### config.mk
export PLATFORM = sky130hd
export DESIGN_NAME = audio_gain_pipe
export DESIGN_NICKNAME = d
export VERILOG_FILES = /design/src/rtl/audio_pkg.sv /design/src/rtl/audio_gain_ch.sv /design/src/rtl/audio_gain_pipe.sv
export SDC_FILE = /design/constraint.sdc
export NUM_CORES = 1
export LEC_CHECK = 0
export CAP_MARGIN = 15
export CORE_MARGIN = 5
export CORE_UTILIZATION = 38
export DETAILED_ROUTE_END_ITERATION = 10
export SLEW_MARGIN = 20
export SYNTH_ARGS = -nofsm -noshare
export SYNTH_HDL_FRONTEND = slang
export SYNTH_SLANG_ARGS = --single-unit
### constraint.sdc
create_clock -name clk_i -period 5 [get_ports clk_i]
set_clock_uncertainty 0.05 [all_clocks]
set_input_delay 1.5 -clock clk_i [delete_from_list [all_inputs] [get_ports clk_i]]
set_output_delay 1.5 -clock clk_i [all_outputs]
set_load 0.02 [all_outputs]
### src/rtl/audio_pkg.sv
// Shared types and helpers for the audio gain pipeline: defaults, unity gain,
// gain ramp state and the shift-then-saturate arithmetic.
package audio_pkg;

   localparam int unsigned WIDTH_DEF    = 24;
   localparam int unsigned CHANNELS_DEF = 2;
   localparam int unsigned GAIN_W_DEF   = 8;

   // Wide enough for any product of WIDTH + GAIN_W + 1 bits up to 64.
   localparam int unsigned ARITH_W = 64;

   typedef enum logic [1:0] {
      HOLD,
      UP,
      DOWN
   } ramp_state_e;

   typedef struct packed {
      logic                sat;
      logic [ARITH_W-1:0]  value;
   } sat_res_t;

   function automatic int unsigned gain_unity(input int unsigned gain_w);
      return 32'd1 << (gain_w - 1);
   endfunction

   function automatic sat_res_t sat_shift(input logic signed [ARITH_W-1:0] product,
                                          input int unsigned shift,
                                          input int unsigned width);
      logic signed [ARITH_W-1:0] shifted;
      logic signed [ARITH_W-1:0] max_v;
      logic signed [ARITH_W-1:0] min_v;
      sat_res_t                  res;
      shifted = product >>> shift;
      max_v   = (64'sd1 <<< (width - 1)) - 64'sd1;
      min_v   = -max_v - 64'sd1;
      res.sat = 1'b1;
      if (shifted > max_v) begin
         res.value = max_v;
      end else if (shifted < min_v) begin
         res.value = min_v;
      end else begin
         res.sat   = 1'b0;
         res.value = shifted;
      end
      return res;
   endfunction

endpackage

### src/rtl/audio_gain_ch.sv
// Single-channel gain stage: signed sample times unsigned Q1.x gain, arithmetic
// shift back to sample scale, then clamp. Purely combinational.
module audio_gain_ch
   import audio_pkg::*;
#(
   parameter int unsigned WIDTH_P  = WIDTH_DEF,
   parameter int unsigned GAIN_W_P = GAIN_W_DEF
) (
   input  logic [WIDTH_P-1:0]  sample_i,
   input  logic [GAIN_W_P-1:0] gain_i,
   output logic [WIDTH_P-1:0]  result_o,
   output logic                sat_o
);

   localparam int unsigned PROD_W = WIDTH_P + GAIN_W_P + 1;

   logic signed [PROD_W-1:0] product;
   sat_res_t                 res;
   logic                     unused_hi;

   // Zero-extend the gain by one bit so the multiply stays signed throughout.
   assign product = PROD_W'($signed(sample_i)) * PROD_W'($signed({1'b0, gain_i}));
   assign res     = sat_shift(ARITH_W'(product), GAIN_W_P - 1, WIDTH_P);

   assign result_o  = res.value[WIDTH_P-1:0];
   assign sat_o     = res.sat;
   assign unused_hi = ^res.value[ARITH_W-1:WIDTH_P];

endmodule

### src/rtl/audio_gain_pipe.sv
// N-channel two-stage valid/ready audio pipeline with ramped gain and saturation.
// Define AUDIO_GAIN_PEAK_EN to add the per-channel peak meter (peak_clr_i/peak_o).
module audio_gain_pipe
   import audio_pkg::*;
#(
   parameter int unsigned WIDTH_P     = WIDTH_DEF,
   parameter int unsigned CHANNELS_P  = CHANNELS_DEF,
   parameter int unsigned GAIN_W_P    = GAIN_W_DEF,
   parameter int unsigned RAMP_STEP_P = 1
) (
   input  logic                           clk_i,
   input  logic                           reset_n_i,
   input  logic [CHANNELS_P*WIDTH_P-1:0]  data_i,
   input  logic                           valid_i,
   output logic                           ready_o,
   output logic [CHANNELS_P*WIDTH_P-1:0]  data_o,
   output logic                           valid_o,
   input  logic                           ready_i,
   input  logic [GAIN_W_P-1:0]            gain_i,
   input  logic                           mute_i,
   output logic                           ramping_o,
   output logic                           clip_o
`ifdef AUDIO_GAIN_PEAK_EN
   ,
   input  logic                           peak_clr_i,
   output logic [CHANNELS_P*WIDTH_P-1:0]  peak_o
`endif
);

   localparam int unsigned FRAME_W = CHANNELS_P * WIDTH_P;
   localparam logic [GAIN_W_P-1:0] STEP = GAIN_W_P'(RAMP_STEP_P);

   logic [GAIN_W_P-1:0] cur_gain_q, cur_gain_d;
   logic [GAIN_W_P-1:0] target;
   logic [GAIN_W_P-1:0] diff;
   ramp_state_e         ramp_state;

   logic                s1_valid_q;
   logic [FRAME_W-1:0]  s1_data_q;
   logic [GAIN_W_P-1:0] s1_gain_q;

   logic                valid_q;
   logic [FRAME_W-1:0]  data_q;
   logic                clip_q;

   logic                adv1, adv2, accept;
   logic [FRAME_W-1:0]  prod_frame;
   logic [CHANNELS_P-1:0] ch_sat;

   assign adv2    = ~valid_q | ready_i;
   assign adv1    = ~s1_valid_q | adv2;
   assign accept  = valid_i & adv1;
   assign ready_o = adv1;
   assign valid_o = valid_q;
   assign data_o  = data_q;
   assign clip_o  = clip_q;

   // Ramp state is implied by the current gain versus the live target.
   always_comb begin
      target = mute_i ? '0 : gain_i;
      if (cur_gain_q == target) begin
         ramp_state = HOLD;
      end else if (cur_gain_q < target) begin
         ramp_state = UP;
      end else begin
         ramp_state = DOWN;
      end
      ramping_o = (ramp_state != HOLD);
   end

   always_comb begin
      cur_gain_d = cur_gain_q;
      unique case (ramp_state)
         UP:      diff = target - cur_gain_q;
         DOWN:    diff = cur_gain_q - target;
         default: diff = '0;
      endcase
      if (accept) begin
         if (RAMP_STEP_P == 0 || 32'(diff) <= RAMP_STEP_P) begin
            cur_gain_d = target;
         end else if (ramp_state == UP) begin
            cur_gain_d = cur_gain_q + STEP;
         end else begin
            cur_gain_d = cur_gain_q - STEP;
         end
      end
   end

   for (genvar c = 0; c < CHANNELS_P; c++) begin : g_ch
      audio_gain_ch #(
         .WIDTH_P  (WIDTH_P),
         .GAIN_W_P (GAIN_W_P)
      ) u_ch (
         .sample_i (s1_data_q[c*WIDTH_P +: WIDTH_P]),
         .gain_i   (s1_gain_q),
         .result_o (prod_frame[c*WIDTH_P +: WIDTH_P]),
         .sat_o    (ch_sat[c])
      );
   end

   always_ff @(posedge clk_i or negedge reset_n_i) begin
      if (!reset_n_i) begin
         cur_gain_q <= '0;
         s1_valid_q <= 1'b0;
         s1_data_q  <= '0;
         s1_gain_q  <= '0;
         valid_q    <= 1'b0;
         data_q     <= '0;
         clip_q     <= 1'b0;
      end else begin
         cur_gain_q <= cur_gain_d;
         if (adv1) begin
            s1_valid_q <= valid_i;
         end
         // The frame carries the gain as it stood before this acceptance.
         if (accept) begin
            s1_data_q <= data_i;
            s1_gain_q <= cur_gain_q;
         end
         if (adv2) begin
            valid_q <= s1_valid_q;
         end
         if (adv2 && s1_valid_q) begin
            data_q <= prod_frame;
            clip_q <= |ch_sat;
         end
      end
   end

`ifdef AUDIO_GAIN_PEAK_EN
   localparam logic [WIDTH_P-1:0] MAX_POS = {1'b0, {(WIDTH_P-1){1'b1}}};
   localparam logic [WIDTH_P-1:0] MIN_NEG = {1'b1, {(WIDTH_P-1){1'b0}}};

   logic out_xfer;
   assign out_xfer = valid_q & ready_i;

   for (genvar c = 0; c < CHANNELS_P; c++) begin : g_peak
      logic [WIDTH_P-1:0] sample;
      logic [WIDTH_P-1:0] mag;
      logic [WIDTH_P-1:0] peak_q, peak_d;

      assign sample = data_q[c*WIDTH_P +: WIDTH_P];

      always_comb begin
         if (!sample[WIDTH_P-1]) begin
            mag = sample;
         end else if (sample == MIN_NEG) begin
            mag = MAX_POS;
         end else begin
            mag = (~sample) + WIDTH_P'(1);
         end
         peak_d = peak_q;
         if (peak_clr_i) begin
            peak_d = out_xfer ? mag : '0;
         end else if (out_xfer && mag > peak_q) begin
            peak_d = mag;
         end
      end

      always_ff @(posedge clk_i or negedge reset_n_i) begin
         if (!reset_n_i) begin
            peak_q <= '0;
         end else begin
            peak_q <= peak_d;
         end
      end

      assign peak_o[c*WIDTH_P +: WIDTH_P] = peak_q;
   end
`else
   // Peak metering is compiled out.
`endif

endmodule
==> flow_metrics.tcl <==
set metrics [dict create \
    nFillCells 4636 \
    crit_chain "buf_12 > buf_16 > and2_1 > fa_1 > fa_1 > fa_1 > inv_2 > fa_1 > inv_2 > ha_4 > a21o_1 > a21oi_1 > o21ai_1 > a31oi_1 > buf_4 > a31oi_4 > o21a_2 > buf_4 > nor4_2 > a21o_1 > a31oi_1" \
    dieWidth_um 234 \
    status "finished with violations" \
    worstSetupStartpointType "flip-flop" \
    rrSetupSlack_ps -370 \
    initial_core_util 0.383 \
    syn_nets 2639 \
    report.final.hold_viol_count 0 \
    gr-total-overflow 0 \
    cts_sinks 115 \
    worstPathRequired_ps 5300 \
    design_area_mm2 0.0250 \
    period_needed_ps 5370 \
    postCtsHoldBufs 0 \
    drv_cap 0 \
    drc 0 \
    tightest_slew_ps 733 \
    cts_max_level 4 \
    setup_violations 48 \
    cts_tree "built" \
    rsz0062_at_grt "true" \
    wl_um 51000 \
    clock.fmax_mhz 186 \
    io_pins 113 \
    die_h_um 234 \
    yosys.area.top_type_share 0.316 \
    first_pass_iters 5 \
    crit_path_end_kind "flip-flop" \
    place.gp.congestion 0.869 \
    r2r-start "s1_gain_q[4]" \
    core_area_mm2 0.0499 \
    n_antenna_cell 0 \
    vias_per_cell 4.72 \
    grtUsageTotal 0.194 \
    yosysTopAreaCell "fa_1" \
    violations "setup timing" \
    cp_common_cell "fa_1" \
    synthTopCellsByArea "fa_1 32%, dfrtp_1 15%, ha_1 9.5%" \
    cts_buffer_depth 2 \
    critical_path_class "flip-flop to flip-flop" \
    syn_to_final_growth_pct 30.9 \
    critPathSlowestCell "fa_1" \
    drv_slew 0 \
    yosysWarnings 0 \
    clkSlewWorstSetupHoldPaths_ps 80 \
    worstRegToRegCells 21 \
    grt_max_degree 116 \
    period_share 1.07 \
    crit_arrival_ps 5670 \
    rows 82 \
    clk_latency_ps 490 \
    numPortBuffers 112 \
    setup_ws_ps -372 \
    ys.flop_type "dfrtp_1" \
    cts_buffers 17 \
    grt_pass1_wl_um 85400 \
    synth_area_per_cell_um2 8.95 \
    hold_class "flip-flop to flip-flop" \
    yosys_register_bits 115 \
    antenna_found_initial 0 \
    postPlaceCellArea_mm2 0.0234 \
    hold-path-endpoint "data_o[47]" \
    root_buffer "clkbuf_16" \
    drive_gt1_frac 0.242 \
    relSlewSlack 0.511 \
    synthArstFlopShare 1.00 \
    wl_per_cell_um 15.9 \
    slowest_delay_ps 570 \
    path_max_fanout 31 \
    synthDistinctLibCells 70 \
    die_area_mm2 0.0548 \
    detail-route-antenna-nets 0 \
    vias 15200 \
    synth.yosys.seq_area_share 0.151 \
    grt_pass1_vias 16800 \
    dp_hpwl_um 40000 \
    synth_edf_count 0 \
    synth_area_mm2 0.0191 \
    synth_cells 2132 \
    r2r-end "clip_o" \
    drt_iter0_markers 764 \
    min_from "data_o[47]" \
    final_nets 3031 \
    hold_depth 2 \
]
## what timing repair did
| action | CTS | global route |
|---|---|---|
| resized for setup | 70 | 85 |
| endpoints found under the setup margin | 52 | 51 |
| pin swaps | 9 | 27 |
| buffers inserted | 11 | 13 |
| cloned | 0 | 7 |
## worst max-delay path, delay by kind of cell (launching register included)
kind,cells,cell delay [ps]
compound gates,8,1340
fa+ha+maj,5,2340
buf+inv,6,690
flops,1,420
simple gates,2,370
## through the flow
stage / hold WS (ps) / utilization / setup TNS, ps / instances / setup WS, ps
floorplan: 421 / - / -1920 / 2132 / -100
global placement: 422 / 0.470 / -23730 / 3146 / -576
detailed placement: 423 / 0.470 / -25710 / 3146 / -655
CTS: 442 / 0.488 / -14110 / 3189 / -359
global route: 474 / 0.501 / -25060 / 3209 / -591
finish: 436 / 0.501 / -15230 / 3209 / -372
## how the worst max path moves through the flow
stage / start / endpoint / cells after the start
2_1_floorplan: s1_gain_q[1] / data_o[0] / 21
3_3_place_gp: mute_i / cur_gain_q[7] / 21
3_5_place_dp: mute_i / cur_gain_q[7] / 21
4_1_cts: s1_gain_q[5] / data_o[6] / 20
5_1_grt: s1_gain_q[1] / clip_o / 22
6_report: s1_gain_q[4] / clip_o / 21
## final cells by class
class,instances,area (um^2),share of cell area
flip-flops and latches,115,2900,0.116
well taps,672,841,0.0337
clock inverters,15,171,0.00686
inverters,460,1730,0.0691
clock buffers,17,425,0.0170
repair buffers,465,4100,0.164
multi-input cells,1465,14800,0.593
## cells in the mapped netlist (16+ instances only)
cell type  count
inv_1        460
fa_1         301
nand2_1      276
and2_1       190
ha_1         145
dfrtp_1      115
a21oi_1       85
clkbuf_1      67
nor2_1        64
mux2_2        50
o21ai_0       46
xnor2_1       40
a21o_1        25
xor2_1        24
nand3_1       22
a21oi_4       20
nand2b_1      16
## sequential cells by signal (all words and copies together), names as in the netlist
register	flops
data_o	48
clip_o	1
s1_valid_q	1
cur_gain_q	8
s1_gain_q	8
s1_data_q	48
valid_o	1
## layout by cell type (no fill, tap or decap), types with 37 or more instances in the layout
| master | n |
|---|---|
| and2_1 | 187 |
| fa_1 | 296 |
| xnor2_1 | 37 |
| clkdlybuf4s50_1 | 109 |
| inv_1 | 451 |
| nor2_1 | 62 |
| buf_4 | 318 |
| mux2_2 | 50 |
| nand2_1 | 257 |
| ha_1 | 120 |
| a21oi_1 | 72 |
| dfrtp_1 | 100 |
## routing by layer
| layer | GRT usage | share of wire | vias to the layer above |
|---|---|---|---|
| met5 | 0 | 0 | - |
| met4 | 0.0576 | 0.026 | 0 |
| met3 | 0.0298 | 0.032 | 67 |
| met2 | 0.330 | 0.49 | 246 |
| met1 | 0.256 | 0.45 | 7538 |
| li1 | - | - | 7301 |
## kinds of logic (layout without fill, tap and decap cells)
logic type,after synthesis,after routing,share of synthesized area
AOI/OAI and AO/OA,256,256,0.0964
xor gates and xnor gates,65,65,0.0302
adders and majority gates,446,446,0.411
buffers and inverters,552,957,0.112
DFF,115,115,0.151
muxes,59,59,0.0342
and+or+nand+nor,639,639,0.166
Power is not shown: default switching activity piles up to over one toggle a cycle in this logic, so the estimate is an artifact.
